**config.mk**
```make
export PLATFORM = sky130hd
export DESIGN_NAME = fetch_queue_flat
export DESIGN_NICKNAME = d
export VERILOG_FILES = /design/src/rtl/fetch_queue_if.sv /design/src/rtl/fetch_queue.sv /design/src/flat_wrapper.sv
export SDC_FILE = /design/constraint.sdc
export NUM_CORES = 2
export LEC_CHECK = 0
export CORE_MARGIN = 8
export CORE_UTILIZATION = 59
export CTS_CLUSTER_DIAMETER = 40
export DETAILED_ROUTE_END_ITERATION = 16
export GPL_TIMING_DRIVEN = 0
export MAX_ROUTING_LAYER = met4
export PLACE_DENSITY = 0.81
export SYNTH_ARGS = -nofsm -noshare
export SYNTH_HDL_FRONTEND = slang
export SYNTH_SLANG_ARGS = --single-unit
export TNS_END_PERCENT = 10
```
**constraint.sdc**
```tcl
create_clock -name clock -period 3.7 [get_ports clock]
set_input_delay 0.555 -clock clock [delete_from_list [all_inputs] [get_ports clock]]
set_output_delay 0.555 -clock clock [all_outputs]
set_load 0.05 [all_outputs]
```
**src/rtl/fetch_queue_if.sv**
```systemverilog
// Packet type shared by fetch, the queue and decode, plus the queue's handshake interface.
package fetch_queue_pkg;

  typedef struct packed {
    logic [31:0] inst;
    logic [31:0] pc;
    logic [31:0] npc;
    logic        valid;
  } if_id_packet_t;

endpackage

interface fetch_queue_if #(
  parameter int unsigned Depth = 8
);
  import fetch_queue_pkg::*;

  localparam int unsigned CntW = $clog2(Depth + 1);

  logic                  flush;
  if_id_packet_t [1:0]   if_packet_in;
  logic                  in_ready;
  if_id_packet_t [1:0]   id_packet_out;
  logic [1:0]            id_take;
  logic [CntW-1:0]       count;
  logic                  empty;
  logic                  full;

  // Fetch/decode side.
  modport master (
    output flush, if_packet_in, id_take,
    input  in_ready, id_packet_out, count, empty, full
  );

  // Queue side.
  modport slave (
    input  flush, if_packet_in, id_take,
    output in_ready, id_packet_out, count, empty, full
  );

endinterface

```
**src/rtl/fetch_queue.sv**
```systemverilog
// Two-wide circular instruction queue between fetch and decode.
// Takes up to two packets per cycle, presents the two oldest, flushes in one cycle.
module fetch_queue
  import fetch_queue_pkg::*;
#(
  parameter int unsigned Depth = 8
) (
  input logic          clock,
  input logic          reset,
  fetch_queue_if.slave fq
);

  localparam int unsigned PtrW = $clog2(Depth);
  localparam int unsigned CntW = $clog2(Depth + 1);
  localparam logic [CntW-1:0] InReadyMax = CntW'(Depth - 2);
  localparam logic [CntW-1:0] DepthCnt   = CntW'(Depth);

  if_id_packet_t   mem_q [Depth];
  if_id_packet_t   mem_d [Depth];
  logic [PtrW-1:0] head_q, head_d, tail_q, tail_d;
  logic [PtrW-1:0] head_p1, tail_p1;
  logic [CntW-1:0] count_q, count_d;
  logic            in_ready;
  logic [1:0]      n_in, n_acc, n_avail, n_out;

  // Only the current occupancy matters; same-cycle dequeues are not credited.
  assign in_ready = (count_q <= InReadyMax);
  assign head_p1  = head_q + PtrW'(1);
  assign tail_p1  = tail_q + PtrW'(1);

  // Pointer and occupancy registers.
  always_ff @(posedge clock or negedge reset) begin
    if (!reset) begin
      head_q  <= '0;
      tail_q  <= '0;
      count_q <= '0;
    end else begin
      head_q  <= head_d;
      tail_q  <= tail_d;
      count_q <= count_d;
    end
  end

  // Entry storage; left unreset because count gates everything read out of it.
  always_ff @(posedge clock) begin
    mem_q <= mem_d;
  end

  // Next-state: enqueue at tail, dequeue at head, flush overrides both.
  always_comb begin
    n_in = 2'd0;
    if (fq.if_packet_in[0].valid) begin
      n_in = fq.if_packet_in[1].valid ? 2'd2 : 2'd1;
    end
    n_acc   = in_ready ? n_in : 2'd0;
    // Clamp the take to what is actually presented, so over-take is harmless.
    n_avail = (count_q >= CntW'(2)) ? 2'd2 : count_q[1:0];
    n_out   = (fq.id_take > n_avail) ? n_avail : fq.id_take;

    mem_d   = mem_q;
    head_d  = head_q + PtrW'(n_out);
    tail_d  = tail_q + PtrW'(n_acc);
    count_d = count_q + CntW'(n_acc) - CntW'(n_out);

    if (!fq.flush && (n_acc != 2'd0)) begin
      mem_d[tail_q] = fq.if_packet_in[0];
    end
    if (!fq.flush && (n_acc == 2'd2)) begin
      mem_d[tail_p1] = fq.if_packet_in[1];
    end

    if (fq.flush) begin
      head_d  = '0;
      tail_d  = '0;
      count_d = '0;
    end
  end

  // Outputs depend on registered state only.
  always_comb begin
    fq.id_packet_out = '0;
    if (count_q != '0) begin
      fq.id_packet_out[0] = mem_q[head_q];
    end
    if (count_q > CntW'(1)) begin
      fq.id_packet_out[1] = mem_q[head_p1];
    end
    fq.in_ready = in_ready;
    fq.count    = count_q;
    fq.empty    = (count_q == '0);
    fq.full     = (count_q == DepthCnt);
  end

endmodule

```
**src/flat_wrapper.sv**
```systemverilog
// flat-port wrapper written by rule: the top's interface ports become plain ports
module fetch_queue_flat import fetch_queue_pkg::*;
#(
  parameter int unsigned Depth = 8
)
  (clock, reset, fq_flush, fq_if_packet_in, fq_id_take, fq_in_ready, fq_id_packet_out, fq_count, fq_empty, fq_full);
  fetch_queue_if #(.Depth(Depth)) fq_i ();
  input logic clock;
  input logic reset;
  input wire logic [$bits(fq_i.flush)-1:0] fq_flush;
  input wire logic [$bits(fq_i.if_packet_in)-1:0] fq_if_packet_in;
  input wire logic [$bits(fq_i.id_take)-1:0] fq_id_take;
  output wire logic [$bits(fq_i.in_ready)-1:0] fq_in_ready;
  output wire logic [$bits(fq_i.id_packet_out)-1:0] fq_id_packet_out;
  output wire logic [$bits(fq_i.count)-1:0] fq_count;
  output wire logic [$bits(fq_i.empty)-1:0] fq_empty;
  output wire logic [$bits(fq_i.full)-1:0] fq_full;
  assign fq_i.flush = fq_flush;
  assign fq_i.if_packet_in = fq_if_packet_in;
  assign fq_i.id_take = fq_id_take;
  assign fq_in_ready = fq_i.in_ready;
  assign fq_id_packet_out = fq_i.id_packet_out;
  assign fq_count = fq_i.count;
  assign fq_empty = fq_i.empty;
  assign fq_full = fq_i.full;
  fetch_queue #(.Depth(Depth)) u_core (.clock(clock), .reset(reset), .fq(fq_i));
endmodule
```
* After elaboration in Yosys (flattened, before gate mapping)
Cells that the tools add are included.
W data, S select, Z words.
** Word-level totals
- Register bits :: 786
- Input bits :: 199
- Output and inout port bits :: 201
- Word-level logic and storage cells :: 89
** Cells by class
- $add $sub $neg :: 6
- $lt $le $gt $ge :: 10
- Eq/ne operators :: 2
- Muxes and demuxes :: 24
- Bitwise gates (word level) :: 4
- Reductions and logical operators :: 8
** Operator list (number)
- $bwmux W776 :: 2
- $mux W776 :: 2
- $mux W97 :: 8
- $bmux W97 S3 :: 2
- $demux W97 S3 :: 2
- $ge A4 B4 Y1 const B :: 4
- $not A3 Y4 :: 4
- $mux W2 :: 5
- $lt A4 B1 Y1 const B :: 2
- $add A3 B1 Y3 const B :: 2
- $add A3 B2 Y3 :: 2
- $mux W3 :: 2
- $add A4 B2 Y4 :: 1
- $eq A4 B4 Y1 const B :: 1
- $ge A4 B2 Y1 const B :: 1
- $gt A4 B1 Y1 const B :: 1
- $le A4 B3 Y1 const B :: 1
- $logic_and A1 B1 Y1 :: 4
- $logic_not A4 Y1 :: 1
- $mux W4 :: 1
- $reduce_bool A4 Y1 :: 1
- $sub A4 B2 Y4 :: 1
- $eq A2 B2 Y1 const B :: 1
- $gt A2 B2 Y1 :: 1
- other kinds (2) :: 2

* Depth between registers and ports, before layout
- Depth in word-level cells :: 9
- Depth in mapped cells :: 16
- Depth with buffers taken out :: 15

* Worst setup path before layout
No wires, ideal clock.
- Kind :: register to register
- Start :: register u_core.count_q[3], in the netlist u_core.fq.count[3]
- End :: register u_core.count_q[3], in the netlist u_core.fq.count[3]
- Setup time :: 0.132 ns
- Arrival time :: 3.220 ns
- Required time :: 3.568 ns
- Slack :: 0.348 ns
- Cell stages (with the launch flop) :: 13
- Buffers on the path :: 1
- Period minus slack after synthesis :: 3.352 ns
- Cell sequence :: dfrtp_1 inv_1 ha_1 and3_1 buf_4 nor2_4 and3_1 fa_1 ha_1 a21o_1 a21oi_1 xnor2_1 nor2_1
** Between the ends
- Elaborated cells between the ends (all ways) :: 9
- Classes of those cells :: add/sub (2); order compare (3); mux (4)
** RTL lines
- from (decl) :: line fetch_queue.sv:22 : logic [CntW-1:0] count_q, count_d;
- from (signal assigned) :: line fetch_queue.sv:40 : count_q <= count_d;
- $le A4 B3 Y1 :: line fetch_queue.sv:27 : assign in_ready = (count_q <= InReadyMax);
- via fq_in_ready :: line flat_wrapper.sv:13 : output wire logic [$bits(fq_i.in_ready)-1:0] fq_in_ready;
- $mux W2 :: line fetch_queue.sv:55 : n_acc = in_ready ? n_in : 2'd0;
- $add A4 B2 Y4 :: line fetch_queue.sv:63 : count_d = count_q + CntW'(n_acc) - CntW'(n_out);
- $sub A4 B2 Y4 :: line fetch_queue.sv:63
- $mux W4 :: line fetch_queue.sv:72 : if (fq.flush) begin
- via u_core.count_d[3] :: line fetch_queue.sv:22
The timed path passes the listed nets, and every way through them passes these cells.

* Final worst setup path
- Start :: register u_core.head_q[0]
- End :: output port fq_id_packet_out[192]
** Between the ends
- Word-level cells in the longest chain between the ends :: 6
** RTL lines
- from (decl) :: line fetch_queue.sv:20 : logic [PtrW-1:0] head_q, head_d, tail_q, tail_d;
- from (signal assigned) :: line fetch_queue.sv:34 : head_q <= '0;
- from (signal assigned) :: line fetch_queue.sv:38 : head_q <= head_d;
- $add A3 B1 Y3 :: line fetch_queue.sv:28 : assign head_p1 = head_q + PtrW'(1);
- $not A3 Y4 (implied by the code) :: line fetch_queue.sv:86 : fq.id_packet_out[1] = mem_q[head_p1];
- $bmux W97 S3 :: line fetch_queue.sv:86
- $mux W97 (implied by the code) (2 in series) :: line fetch_queue.sv:86
- $mux W97 :: line fetch_queue.sv:85 : if (count_q > CntW'(1)) begin
- to (decl) :: line flat_wrapper.sv:14 : output wire logic [$bits(fq_i.id_packet_out)-1:0] fq_id_packet_out;
No other way between the ends. The select of a mux whose other input is x is not followed.

==> results by group <==
Run status
  • Status: finished with violations
  • Violated checks: negative setup slack

Routing
  • Drt first pass iters: 7
  • DR vias/cell: 6.78
  • Final ANT Viol Nets: 0
  • Post-DR wirelength/cell: 27.4 µm
  • Vias: 40200
  • DR iter-0 viols: 5462
  • DRT Wirelength: 162 mm
  • DRC Markers: 0

Floorplanning
  • Die area: 85800 µm²
  • Die height: 293 µm
  • Row cnt: 101
  • Die width: 293 µm
  • I/O pin count: 400
  • Core area: 75900 µm²
  • Starting Density: 59.6%

Setup path
  • Worst R2R Path Depth: 7
  • Required time at the worst-slack endpoint: 3.14 ns
  • R2r setup slk: 0.16 ns
  • Crit end category: primary output
  • WS Path Type: reg2out
  • CP Max Fanout: 10
  • Critical Path Source Type: flop
  • Arrival time at the worst endpoint: 3.25 ns

Global routing
  • Grt total ovfl: 0
  • Global Route Usage Sum: 37.1%
  • Initial antenna violation count: 22
  • Largest net degree at the start of global routing: 17
  • First-pass GRT wire length: 242 mm
  • Number of global-route vias before repair: 41000

Placement
  • DP Area: 50600 µm²
  • Placed cells: 5675
  • Routability Congestion: 0.943
  • Buffers on Ports: 399
  • Hpwl dp: 109 mm

Synth
  • Warnings, synthesis: 0
  • Post-synth EDFFs: 0
  • Post-Synth XOR/XNOR Area: 0.155%
  • Synth Register Bits: 786
  • Sequential element share of the synthesized area: 34.9%
  • Fraction of registers with async set/reset: 1.27%
  • Mapped cell area: 45200 µm²
  • Syn_nets: 4461
  • Adder-cell share of the synthesized area: 0.537%
  • Synthesized instance count: 4245
  • Syn Area/Cell: 10.7 µm²
  • Mux cell area share after synthesis: 44.8%
  • Synth Area in Simple Gates: 9.77%
  • Main combinational cell family by area after synthesis: multiplexers
  • Ys flop type: dfxtp_1
  • Compound-cell area share of the yosys netlist: 6.04%
  • Synth top area share: 34.3%
  • Synth cell types: 44
  • Synth area leaders: dfxtp_1 34%, mux4_2 19%, mux2_2 16%, mux2i_1 6.4%, nand2_1 4.8%
  • Largest area contributor in the netlist: dfxtp_1

CTS
  • CTS tree: done
  • Hold Buf Count CTS: 0
  • Max H-tree Level: 3
  • CTS buffer count: 121
  • CTS Buffer Depth: 3
  • Clock Tree Root: clkbuf_16
  • Clock transition at the registers of the reported paths: 0.06 ns
  • CTS Sinks: 786
  • Clock latency on the worst-skew pair: 0.71 ns

Finish
  • Cell Count, Final, Fillers Out: 5937
  • Ratio of cells with drive above 1 in the final layout: 33.8%
  • Nets: 4988
  • Most common cell after layout, fill and taps aside: dfxtp_1
  • Design area: 55300 µm²
  • Most frequent cells in the layout: 776 x dfxtp_1, 646 x mux2_2, 582 x nand2_1
  • Final core occ: 72.8%
  • Layout area overhead: 22.3%

STA
  • Final setup viols: 53
  • Clock skew: 0.0378 ns
  • Final WS setup: -0.108 ns
  • Pins Over Slew Limit: 0
  • Slew at the pin closest to its max-slew limit: 1.23 ns
  • Fin crit share: 103%
  • Unrepaired setup endpoints after global routing: yes
  • Clock period minus worst slack: 3.81 ns
  • Hold Vio Cnt, Final: 0
  • Max_slew headroom: 17.9%
  • FMAX: 263 MHz
  • Setup Total Neg Slack: -1.45 ns

Hold path
  • Hold Path Class: in2async

Pwr
  • Static Leak: 0.0235 µW
  • Power, Total: 59100 µW
  • Max VDD drop: 0.999 mV
  • Power Density: 1070 nW/µm²

Run
  • Max_cap viols: 0
[logic make-up (layout without fill, tap and decap cells)]
group,count (synthesis),in the layout
xor+xnor,8,8
fa+ha+maj,17,17
compound gates,491,491
simple gates,1113,1113
buf+inv,385,1017
mux,1445,1445
flops,786,786
other cells,0,30
[final timing paths]
path,end,start
setup / recovery,fq_id_packet_out[192],u_core.head_q[0]$_DFF_PN0_
hold / removal,u_core.tail_q[0]$_DFF_PN0_,reset
setup reg to reg,u_core.mem_q[681]$_DFF_P_,u_core.fq.count[3]$_DFF_PN0_
hold reg to reg,u_core.mem_q[97]$_DFF_P_,u_core.mem_q[97]$_DFF_P_
max in group asynchronous,u_core.fq.count[1]$_DFF_PN0_,reset
min in group clock,u_core.mem_q[97]$_DFF_P_,u_core.mem_q[97]$_DFF_P_
[state kept, by name, indices dropped and copies added (netlist names)]
name,count
u_core.mem_q,776
u_core.fq.count,4
u_core.head_q,3
u_core.tail_q,3
[area by class of cell]
type                    instances  area (µm²)
well taps                    1030        1290
clock buffers                 148        3280
plain buffers                 372        2080
repair buffers                405        3880
diodes                         30        75.1
fillers                      5204       20600
clock inverters                80        1030
multi-input cells            3074       27800
flip-flops and latches        786       15800
inverters                      12        47.5
[worst max-delay path: stages, from the launching register on]
cell	delay, ns
dfrtp_1	0.41
ha_2	0.32
xor2_4	0.22
clkbuf_2	0.35
buf_2	0.39
nand2_1	0.09
a21oi_1	0.35
clkdlybuf4s15_2	0.43
[layer usage]
metal / part of all wire [%] / track usage [%]
met4: 6.5 / 22.5
met1: 35 / 42.7
met2: 46 / 57.6
met3: 12 / 10.4
met5: 0 / -
[where the power goes]
group,leakage (µW),switching [µW],total [µW],internal (µW)
logic,0.0148,19200,32300,13100
clock network,0.00209,4540,12200,7620
registers,0.00656,2730,14700,12000
total,0.0235,26400,59100,32700
[cells in the mapped netlist (2+ instances only)]
master,count
inv_1,11
and3_1,2
buf_6,3
ha_1,13
xnor2_1,4
buf_1,38
dfrtp_1,10
and4_1,2
o211ai_1,4
nand4_1,2
nor3b_1,2
nand3b_1,3
mux4_2,388
nor4b_4,4
nor4bb_1,3
xor2_1,4
nor2_1,493
nand4_2,4
a21oi_1,291
buf_2,121
nand4b_1,2
fa_1,4
mux2_2,646
a31oi_1,192
nand2_1,582
and4b_1,2
buf_4,23
dfxtp_1,776
mux2_1,122
nor2b_1,5
clkbuf_1,188
mux2i_1,289
[stage by stage]
stage	worst slack, ns	hold WS [ns]
after global placement	-1.42	0.445
after floorplan	0.348	0.259
after CTS	-0.100	0.197
after detailed placement	-1.43	0.453
final	-0.108	0.193
after global routing	-0.126	0.228
[repair_timing]
action / in CTS / in global routing
pin swaps: 2 / 0
endpoints found under the setup margin: 199 / 167
setup buffers: 5 / 0
gates resized for setup: 703 / 75
Power figures use the tool's default switching activity.
